File: src/rtl/seg7_scan_driver.sv
// Score-to-digit scanner for a 4-digit multiplexed 7-segment display: double-dabble BCD conversion
// plus a free-running refresh scan. Define SEG7_HEX_MODE_EN to show raw hex nibbles instead.
module seg7_scan_driver #(
    parameter int unsigned REFRESH_DIV = 100000,
    parameter int unsigned VALUE_W     = 14
) (
    input  logic               CLK,
    input  logic               RESET,
    input  logic [VALUE_W-1:0] VALUE_IN,
    input  logic               LOAD_IN,
    input  logic [3:0]         DOT_MASK_IN,
    output logic [1:0]         SEG_SELECT_OUT,
    output logic [3:0]         BIN_OUT,
    output logic               DOT_OUT,
    output logic               BUSY_OUT
);

    localparam int unsigned CNT_W = (REFRESH_DIV > 2) ? $clog2(REFRESH_DIV) : 1;

    logic [CNT_W-1:0] refresh_cnt;
    logic             wrap;
    logic [1:0]       next_sel;
    logic [3:0]       next_digit;
    logic [15:0]      display;

    assign wrap     = (refresh_cnt == CNT_W'(REFRESH_DIV - 1));
    assign next_sel = SEG_SELECT_OUT + 2'd1;

    always_comb begin
        next_digit = 4'd0;
        unique case (next_sel)
            2'd0: next_digit = display[3:0];
            2'd1: next_digit = display[7:4];
            2'd2: next_digit = display[11:8];
            2'd3: next_digit = display[15:12];
            default: next_digit = 4'd0;
        endcase
    end

    // Index, digit and dot all move together on the wrap edge so they never disagree.
    always_ff @(posedge CLK) begin
        if (!RESET) begin
            refresh_cnt    <= '0;
            SEG_SELECT_OUT <= 2'd0;
            BIN_OUT        <= 4'd0;
            DOT_OUT        <= 1'b1;
        end else if (wrap) begin
            refresh_cnt    <= '0;
            SEG_SELECT_OUT <= next_sel;
            BIN_OUT        <= next_digit;
            DOT_OUT        <= ~DOT_MASK_IN[next_sel];
        end else begin
            refresh_cnt    <= refresh_cnt + 1'b1;
        end
    end

`ifdef SEG7_HEX_MODE_EN

    assign BUSY_OUT = 1'b0;

    always_ff @(posedge CLK) begin
        if (!RESET) begin
            display <= 16'd0;
        end else if (LOAD_IN) begin
            display <= {{(16 - VALUE_W){1'b0}}, VALUE_IN};
        end
    end

`else

    typedef enum logic [1:0] {StIdle, StShift, StCommit} state_t;

    state_t             state;
    logic [3:0]         bit_cnt;
    logic [15:0]        bcd;
    logic [15:0]        bcd_adj;
    logic [VALUE_W-1:0] bin_sr;
    logic [VALUE_W-1:0] clamped;

    assign clamped = (VALUE_IN > VALUE_W'(9999)) ? VALUE_W'(9999) : VALUE_IN;

    // Double-dabble correction: any nibble >= 5 would overflow past 9 when doubled.
    always_comb begin
        bcd_adj = bcd;
        for (int i = 0; i < 4; i++) begin
            if (bcd[4*i +: 4] >= 4'd5) begin
                bcd_adj[4*i +: 4] = bcd[4*i +: 4] + 4'd3;
            end
        end
    end

    always_ff @(posedge CLK) begin
        if (!RESET) begin
            state    <= StIdle;
            bit_cnt  <= 4'd0;
            bcd      <= 16'd0;
            bin_sr   <= '0;
            display  <= 16'd0;
            BUSY_OUT <= 1'b0;
        end else begin
            unique case (state)
                StIdle: begin
                    if (LOAD_IN) begin
                        bin_sr   <= clamped;
                        bcd      <= 16'd0;
                        bit_cnt  <= 4'(VALUE_W - 1);
                        state    <= StShift;
                        BUSY_OUT <= 1'b1;
                    end
                end
                StShift: begin
                    {bcd, bin_sr} <= {bcd_adj, bin_sr} << 1;
                    if (bit_cnt == 4'd0) begin
                        state <= StCommit;
                    end else begin
                        bit_cnt <= bit_cnt - 4'd1;
                    end
                end
                StCommit: begin
                    display  <= bcd;
                    state    <= StIdle;
                    BUSY_OUT <= 1'b0;
                end
                default: begin
                    state    <= StIdle;
                    BUSY_OUT <= 1'b0;
                end
            endcase
        end
    end

`endif

endmodule
File: config.mk
export PLATFORM = sky130hd
export DESIGN_NAME = seg7_scan_driver
export DESIGN_NICKNAME = d
export VERILOG_FILES = /design/src/rtl/seg7_scan_driver.sv
export SDC_FILE = /design/constraint.sdc
export NUM_CORES = 1
export LEC_CHECK = 0
export ABC_AREA = 1
export CORE_UTILIZATION = 50
export DETAILED_ROUTE_END_ITERATION = 8
export GPL_TIMING_DRIVEN = 0
export PLACE_DENSITY = 0.73
export SYNTH_ARGS = -nofsm -noshare
export SYNTH_HDL_FRONTEND = slang
export SYNTH_SLANG_ARGS = --single-unit
File: constraint.sdc
create_clock -name CLK -period 1.5 [get_ports CLK]
set_clock_uncertainty 0.05 [all_clocks]
set_input_delay 0.225 -clock CLK [delete_from_list [all_inputs] [get_ports CLK]]
set_output_delay 0.225 -clock CLK [all_outputs]
set_load 0.01 [all_outputs]
* Word-level counts from Yosys, hierarchy flattened *
Cells that the tools add are included.

word-level totals
  register bits = 77
  bits in latches = 0
  bits in writable memories = 0
  bits in read-only memories = 0
  input port bits = 21
  output and inout bits = 8
  word-level logic and storage cells = 64
  memories = 0

operators by class
  $add $sub $neg = 7
  multiply operators = 0
  div/mod/pow operators = 0
  $lt $le $gt $ge = 6
  eq/ne operators = 9
  shift-type cells = 0
  muxes and demuxes = 20
  bitwise logic cells = 3
  reduce and logical (&&, ||, !) cells = 9

operator list
  cell                                                               number
  case mux 16 bit (2 select lines)                                   1
  two-way mux 14 bit                                                 2
  case mux 14 bit (2 select lines)                                   1
  two-way mux 4 bit                                                  5
  adder 17 x 1 -> 17 bit, second input constant                      1
  equality test 17 bit, second input constant                        1
  greater-or-equal comparator 4 x 3 -> 1 bit, second input constant  4
  two-way mux 16 bit                                                 1
  case mux 4 bit (4 select lines)                                    1
  > comparator 14 bit, second input constant                         1
  adder 4 x 2 -> 4 bit, second input constant                        3
  case mux 4 bit (2 select lines)                                    1
  equality test 2 bit, second input constant                         3
  != test 2 bit, second input constant                               3
  AND reduction 2 bit                                                3
  equality test 2 x 1 -> 1 bit, second input constant                2
  zero test 2 bit                                                    2
  zero test 4 bit                                                    1
  two-way mux 2 bit                                                  2
  case mux 2 bit (2 select lines)                                    1
  subtractor 4 x 1 -> 4 bit, second input constant                   1
  adder 3 x 2 -> 3 bit, second input constant                        1
  less-than comparator 2 x 3 -> 1 bit, second input constant         1
  two-way mux 3 bit                                                  1
  8 further kinds                                                    11

* Depth between registers and ports, before layout *
Gate-level depths: netlist of run 1.

  depth in word-level cells = 4
  gate-level depth with buffers = 9
  mapped depth without buffers = 8

* Worst setup path before layout of run 1 *
No wires, ideal clock.

  path type = register to register
  start point = reg SEG_SELECT_OUT[0]
  end point = reg DOT_OUT
  library setup time = 125 ps
  arrival = 1255 ps
  path slack = 70 ps
  stages on the path, launching flop included = 9
  buffers on the path = 0
  period minus slack after synthesis = 1430 ps
  cells stage by stage = dfxtp_1 > inv_1 > ha_1 > nor2_1 > o21ai_0 > o21ai_0 > nand2_1 > nand2_1 > nand2_1

on the way
  cells in the longest elaborated chain, start to end = 4

RTL lines
  what                                     RTL line  source
  start: declaration                       12        output logic [1:0] SEG_SELECT_OUT,
  start signal: assignment                 49        SEG_SELECT_OUT <= next_sel;
  adder 2 x 1 -> 2 bit                     27        assign next_sel = SEG_SELECT_OUT + 2'd1;
  named net next_sel[0]                    22        logic [1:0] next_sel;
  binary-select mux 1 bit (select 2 bit)   51        DOT_OUT <= ~DOT_MASK_IN[next_sel];
  two-way mux 1 bit (implied by the code)  51
  NOT 1 bit                                51
  end signal: assignment                   51
  end: declaration                         14        output logic DOT_OUT,

The timed path passes the listed nets, and every way through them passes these cells. The select of a mux whose other input is x is not followed.
A chain may end at the register's enable or synchronous reset.

* Worst setup path in the final report of run 1 *
  start point = reg refresh_cnt[1]
  end point = reg refresh_cnt[0]

on the way
  cells in the longest elaborated chain, start to end = 2

RTL lines
  what                          RTL line  source
  start: declaration            20        logic [CNT_W-1:0] refresh_cnt;
  start signal: assignment      53        refresh_cnt <= refresh_cnt + 1'b1;
  equality test 17 bit          26        assign wrap = (refresh_cnt == CNT_W'(REFRESH_DIV - 1));
  OR reduction 2 bit (no line)  -

No other way between the ends.

==> results.py, run 1 <==
metrics = {
    "global_routing": {
        "overflow": 0,
        "grt_pass1_wl_um": 13600,
        "antenna_found_initial": 0,
        "first_global_vias": 2972,
        "track_usage_pct": 22.6,
        "grt_start_max_net_pins": 13,
    },
    "clocking": {
        "clk_pin_slew_ns": 0.08,
        "cts_tree": "done",
        "cts_inserted_buffers": 9,
        "clock_latency_ns": 0.35,
        "cts_hold_buf": 0,
        "cts_buffer_depth": 2,
        "h-tree-depth": 3,
        "clock-root-buffer": "clkbuf_8",
        "cts_sinks": 77,
    },
    "yosys": {
        "yosys.area_share.simple_pct": 27.4,
        "synth-compound-area-share_pct": 16.8,
        "synth_mux_area_share_pct": 0,
        "async_flop_share_pct": 0,
        "synthXorXnorAreaFrac_pct": 2.09,
        "synth_nets": 551,
        "synth_seq_cells": 77,
        "ys_types": 36,
        "avgSynthCellArea_um2": 7.30,
        "synth-edff-count": 0,
        "ys_seq_area_share_pct": 40.9,
        "synth_top_family_by_area": "simple AND/OR/NAND/NOR gates",
        "synth_warnings": 0,
        "netlist_area_um2": 3770,
        "synth_fa_ha_area_share_pct": 4.65,
        "ys.flop_type": "dfxtp_1",
        "synthCells": 516,
    },
    "sta": {
        "hold_viol": 0,
        "max_freq_mhz": 705,
        "period_minus_slack_ns": 1.42,
        "report.final.slew_viol_count": 0,
        "fin_crit_sh_pct": 94.6,
        "rsz0062_at_grt": "true",
        "hold_slack_ns": 0.232,
        "maxSlewHeadroom_pct": 66.8,
        "final-setup-viol-count": 0,
        "worst_slew_pin_slew_ns": 0.497,
    },
    "critical_path": {
        "worst-path-buf-inv": 1,
        "r2r-end": "refresh_cnt[0]$_SDFF_PP0_",
        "path_cells": "ha_4 -> nand3_4 -> nor2_4 -> nand3_4 -> nand2_8 -> buf_12 -> nor2_2",
        "worst_setup_path_end_kind": "flip-flop",
        "critPathKind": "flip-flop to flip-flop",
        "required_ns": 1.69,
        "cpMostUsedCell": "nand3_4",
        "cp_slowest_stage_delay_ns": 0.38,
        "rrSetupSlack_ns": 0.08,
        "slowest_stage": "dfxtp_1",
        "reg2reg_depth": 7,
        "crit_family": "simple AND/OR/NAND/NOR gates",
        "r2r-start": "refresh_cnt[1]$_SDFF_PP0_",
        "path_max_fanout": 10,
        "critPathLaunchType": "flip-flop",
        "crit_arrival_ns": 1.61,
    },
    "route": {
        "vias_per_cell": 5.16,
        "vias": 3413,
        "drc_errors": 0,
        "drt_iter0_markers": 190,
        "first_pass_iters": 6,
        "drt_wl_total_um": 8450,
        "antenna_left": 0,
        "wire_per_inst_um": 12.8,
    },
    "min_path": {
        "hold_path_class": "input pin to flip-flop",
        "hold_path.startpoint": "RESET",
        "hold_depth": 3,
        "min_to": "state[0]$_SDFFE_PN0P_",
    },
    "floorplan": {
        "fp.dieH_um": 88.8,
        "dieWidth_um": 88.8,
        "die_area_um2": 7890,
        "core_area_um2": 7250,
        "rows": 31,
        "start_util_pct": 51.9,
        "io_pins": 29,
    },
    "placed_design": {
        "gp_congestion": 0.853,
        "place.port_buffers": 27,
        "dpl.hpwl_um": 6190,
    },
    "layout": {
        "area_delta_synth_final_pct": 18.9,
        "final_nets": 593,
        "fin_util_pct": 61.8,
        "final_cell_mix": "97 x nand2_1, 71 x dfxtp_1, 58 x a21oi_1, 49 x inv_1, 43 x nor2_1",
        "layout_commonest_cell": "nand2_1",
        "insertedDiodeCount": 0,
        "drive_gt1_share_pct": 13.5,
    },
    "power_and_ir_drop": {
        "sw_frac_of_total_pct": 26.8,
        "vdd_drop_max_v": 0.000582,
        "combinationalPowerShare_pct": 13.8,
        "intPower_w": 0.00312,
        "power_density_nw_per_um2": 951,
        "p_leak_nw": 1.82,
        "clockPowerShare_pct": 34.4,
        "pwr-share-seq_pct": 51.8,
        "p_switching_w": 0.00114,
    },
    "run": {
        "drv_cap": 0,
    },
    "status": {
        "status": "completed",
    },
}
[worst register-to-register path, stage by stage, from the launching register on]
cell     delay (ns)
dfxtp_1        0.38
ha_4           0.17
nand3_4        0.10
nor2_4         0.15
nand3_4        0.14
nand2_8        0.14
buf_12         0.15
nor2_2         0.04
[routing by layer]
| metal | track usage, % | vias to the layer above | wire [um] |
|---|---|---|---|
| li1 | - | 1781 | - |
| met1 | 30.2 | 1564 | 4060 |
| met2 | 36.9 | 59 | 4010 |
| met3 | 4.76 | 9 | 309 |
| met4 | 6.60 | 0 | 72 |
| met5 | 0 | - | 0 |
[synth_stat cells, types with 6 or more instances]
cell / count / area [um2]
or2_2: 6 / 37.5
inv_1: 51 / 191
nor3_1: 12 / 60.1
xor2_1: 8 / 70.1
o21ai_0: 40 / 200
buf_2: 9 / 45.0
nand4_1: 9 / 56.3
nor2_1: 43 / 161
nor2_2: 12 / 75.1
dfxtp_1: 77 / 1540
ha_1: 14 / 175
a21oi_1: 60 / 300
o211ai_1: 7 / 52.6
nand3_1: 34 / 170
clkbuf_1: 7 / 26.3
nand2_1: 99 / 372
[sequential cells by signal (all words and copies together), names as in the netlist]
register	flops
DOT_OUT	1
state	2
SEG_SELECT_OUT	2
bin_sr	14
BIN_OUT	4
bcd	16
refresh_cnt	17
BUSY_OUT	1
bit_cnt	4
display	16
[area by class of cell]
type,instances,area (um2)
Multi-Input combinational cell,366,2000
Fill cell,698,2770
Clock inverter,3,18.8
Inverter,54,203
Clock buffer,13,169
Timing Repair Buffer,31,305
Sequential cell,77,1550
Buffer,19,110
Tap cell,99,124
[worst max path at each step]
stage / slack (ns) / start / end / cells after the start
3_5_place_dp: -0.19 / LOAD_IN / bin_sr[7]$_SDFFE_PN0P_ / 7
3_3_place_gp: -0.19 / LOAD_IN / bin_sr[7]$_SDFFE_PN0P_ / 7
5_1_grt: -0.05 / state[1]$_SDFFE_PN0P_ / display[2]$_SDFFE_PN0N_ / 5
4_1_cts: 0.0001 / BIN_OUT[3]$_SDFFE_PN0N_ / BIN_OUT[3] / 1
6_report: 0.08 / refresh_cnt[1]$_SDFF_PP0_ / refresh_cnt[0]$_SDFF_PP0_ / 7
2_1_floorplan: 0.07 / SEG_SELECT_OUT[0]$_SDFFE_PN0N_ / DOT_OUT$_SDFFE_PN1N_ / 8
[power by group through the flow]
stage / combinational (W) / clock, W / sequential, W
floorplan: 0.000388 / 0 / 0.00224
global placement: 0.000550 / 0 / 0.00225
detailed placement: 0.000566 / 0 / 0.00225
CTS: 0.000570 / 0.00150 / 0.00221
global route: 0.000656 / 0.00159 / 0.00222
finish: 0.000587 / 0.00147 / 0.00221
[through the flow]
| stage | cell area (um2) | total power [W] | worst slack, ns | instances | setup TNS (ns) |
|---|---|---|---|---|---|
| 5_1_grt | 4480 | 0.00446 | -0.0525 | 662 | -0.192 |
| 2_1_floorplan | 3770 | 0.00263 | 0.0698 | 516 | 0 |
| 4_1_cts | 4380 | 0.00427 | 0.000142 | 658 | 0 |
| 3_5_place_dp | 4160 | 0.00282 | -0.193 | 642 | -4.59 |
| 6_report | 4480 | 0.00426 | 0.0816 | 662 | 0 |
| 3_3_place_gp | 4160 | 0.00280 | -0.186 | 642 | -3.42 |
[cells by family after synthesis]
logic type	count (synthesis)
xor+xnor	9
flops	77
fa+ha+maj	14
buf+inv	73
compound gates	118
simple gates	225
[what timing repair did]
item,in CTS,in global routing
resized for setup,12,24
setup buffers,0,4
pin swaps,0,1
gates cloned,0,0
endpoints found under the setup margin,20,36
Power figures use the tool's default switching activity.
==> run 2, diff against run 1 <==
--- a/constraint.sdc
+++ b/constraint.sdc
@@ -3,3 +3,3 @@
 set_input_delay 0.225 -clock CLK [delete_from_list [all_inputs] [get_ports CLK]]
 set_output_delay 0.225 -clock CLK [all_outputs]
-set_load 0.01 [all_outputs]
+set_load 0.02 [all_outputs]
==> results.py, run 2 (synthesized netlist as in run 1, its figures left out) <==
metrics = {
    "floorplan": {
        "die_area_um2": 7890,
        "io_pins": 29,
        "rows": 31,
        "dieWidth_um": 88.8,
        "fp.dieH_um": 88.8,
        "start_util_pct": 51.9,
        "core_area_um2": 7250,
    },
    "global_routing": {
        "grt_start_max_net_pins": 14,
        "overflow": 0,
        "antenna_found_initial": 0,
        "first_global_vias": 3077,
        "track_usage_pct": 23.1,
        "grt_pass1_wl_um": 13900,
    },
    "layout": {
        "top_regs": "refresh_cnt (17), bcd (16), display (16)",
        "stdcell_area_um2": 4520,
        "final_nets": 593,
        "fin_util_pct": 62.4,
        "final_cell_mix": "97 x nand2_1, 71 x dfxtp_1, 60 x a21oi_1, 49 x inv_1, 43 x nor2_1",
        "layout_commonest_cell": "nand2_1",
        "largest_reg_flops": 17,
        "max_flop_register": "refresh_cnt",
        "drive_gt1_share_pct": 13.7,
        "insertedDiodeCount": 0,
        "area_delta_synth_final_pct": 20.1,
    },
    "critical_path": {
        "required_ns": 1.69,
        "crit_arrival_ns": 1.65,
        "critPathKind": "flip-flop to flip-flop",
        "r2r-start": "SEG_SELECT_OUT[0]$_SDFFE_PN0N_",
        "reg2reg_depth": 8,
        "path_max_fanout": 6,
        "rrSetupSlack_ns": 0.04,
        "worst_setup_path_end_kind": "flip-flop",
        "r2r-end": "DOT_OUT$_SDFFE_PN1N_",
        "critPathLaunchType": "flip-flop",
    },
    "min_path": {
        "hold_path_class": "input pin to flip-flop",
        "hold_path.startpoint": "RESET",
        "min_to": "state[0]$_SDFFE_PN0P_",
        "hold_depth": 3,
    },
    "placed_design": {
        "place.port_buffers": 27,
        "gp_congestion": 0.855,
        "postPlaceCellArea_um2": 4160,
        "dpl.hpwl_um": 6210,
    },
    "clocking": {
        "cts_hold_buf": 0,
        "cts_inserted_buffers": 9,
        "cts_tree": "done",
        "cts_sinks": 77,
        "clk_pin_slew_ns": 0.08,
        "clock_latency_ns": 0.36,
        "clock-root-buffer": "clkbuf_8",
        "cts_buffer_depth": 2,
        "h-tree-depth": 3,
    },
    "route": {
        "first_pass_iters": 5,
        "drc_errors": 0,
        "drt_iter0_markers": 163,
        "vias": 3433,
        "drt_wl_total_um": 8600,
        "wire_per_inst_um": 13.0,
        "antenna_left": 0,
        "vias_per_cell": 5.19,
    },
    "power_and_ir_drop": {
        "vdd_drop_max_v": 0.000576,
        "power_density_nw_per_um2": 1010,
        "p_leak_nw": 1.80,
    },
    "run": {
        "drv_cap": 0,
    },
    "sta": {
        "final-setup-viol-count": 0,
        "fin_crit_sh_pct": 97.2,
        "worst_slew_pin_slew_ns": 0.519,
        "hold_viol": 0,
        "report.final.slew_viol_count": 0,
        "max_freq_mhz": 686,
        "period_minus_slack_ns": 1.46,
        "hold_slack_ns": 0.215,
        "maxSlewHeadroom_pct": 65.4,
    },
    "status": {
        "status": "completed",
    },
}
## run 2: worst max-delay path by stage
stage	from	to	cells after the start	slack [ns]
3_5_place_dp	LOAD_IN	bin_sr[7]$_SDFFE_PN0P_	7	-0.21
3_3_place_gp	LOAD_IN	bin_sr[7]$_SDFFE_PN0P_	7	-0.19
4_1_cts	bcd[8]$_SDFFE_PN0P_	bcd[12]$_SDFFE_PN0P_	8	0.002
5_1_grt	SEG_SELECT_OUT[0]$_SDFFE_PN0N_	DOT_OUT$_SDFFE_PN1N_	8	-0.01
6_report	SEG_SELECT_OUT[0]$_SDFFE_PN0N_	DOT_OUT$_SDFFE_PN1N_	8	0.04
2_1_floorplan	SEG_SELECT_OUT[1]$_SDFFE_PN0N_	DOT_OUT$_SDFFE_PN1N_	8	0.08
## run 2: metrics by stage
| step | std cells | power (W) | setup WS (ns) | setup TNS (ns) |
|---|---|---|---|---|
| 4_1_cts | 659 | 0.00457 | 0.00229 | 0 |
| 5_1_grt | 662 | 0.00474 | -0.0141 | -0.0141 |
| 2_1_floorplan | 516 | 0.00263 | 0.0819 | 0 |
| 6_report | 662 | 0.00455 | 0.0418 | 0 |
| 3_3_place_gp | 642 | 0.00280 | -0.189 | -3.47 |
| 3_5_place_dp | 642 | 0.00282 | -0.206 | -4.47 |
## run 2: power by group
group	switching [W]	internal, W	total (W)
sequential	0.0000607	0.00215	0.00221
clock	0.000780	0.000978	0.00176
combinational	0.000354	0.000234	0.000588
## run 2: metal layers
| metal | share of wire [%] | global-route usage, % | up-vias |
|---|---|---|---|
| met5 | 0 | 0 | - |
| met4 | 2.0 | 8.50 | 0 |
| met3 | 3.7 | 5.32 | 15 |
| met2 | 48 | 37.8 | 68 |
| met1 | 46 | 29.7 | 1569 |
| li1 | - | - | 1781 |
## run 2: critical path: stages, from the launching register on
cell	delay (ns)
dfxtp_4	0.39
clkinvlp_4	0.15
ha_4	0.28
nor2_1	0.10
o21ai_0	0.09
o21ai_1	0.10
nand2_1	0.07
nand2_1	0.06
nand2_1	0.04
## run 2: layout make-up
| class | count | area [um2] |
|---|---|---|
| Clock buffer | 10 | 138 |
| Multi-Input combinational cell | 366 | 2000 |
| Sequential cell | 77 | 1550 |
| Timing Repair Buffer | 31 | 303 |
| Fill cell | 688 | 2730 |
| Tap cell | 99 | 124 |
| Inverter | 54 | 209 |
| Buffer | 19 | 110 |
| Clock inverter | 6 | 86.3 |
## run 2: timing repair
item	CTS	global route
cloned	0	0
endpoints found under the setup margin	23	40
gates resized for setup	14	25
buffers inserted	1	3
pin swaps	2	1
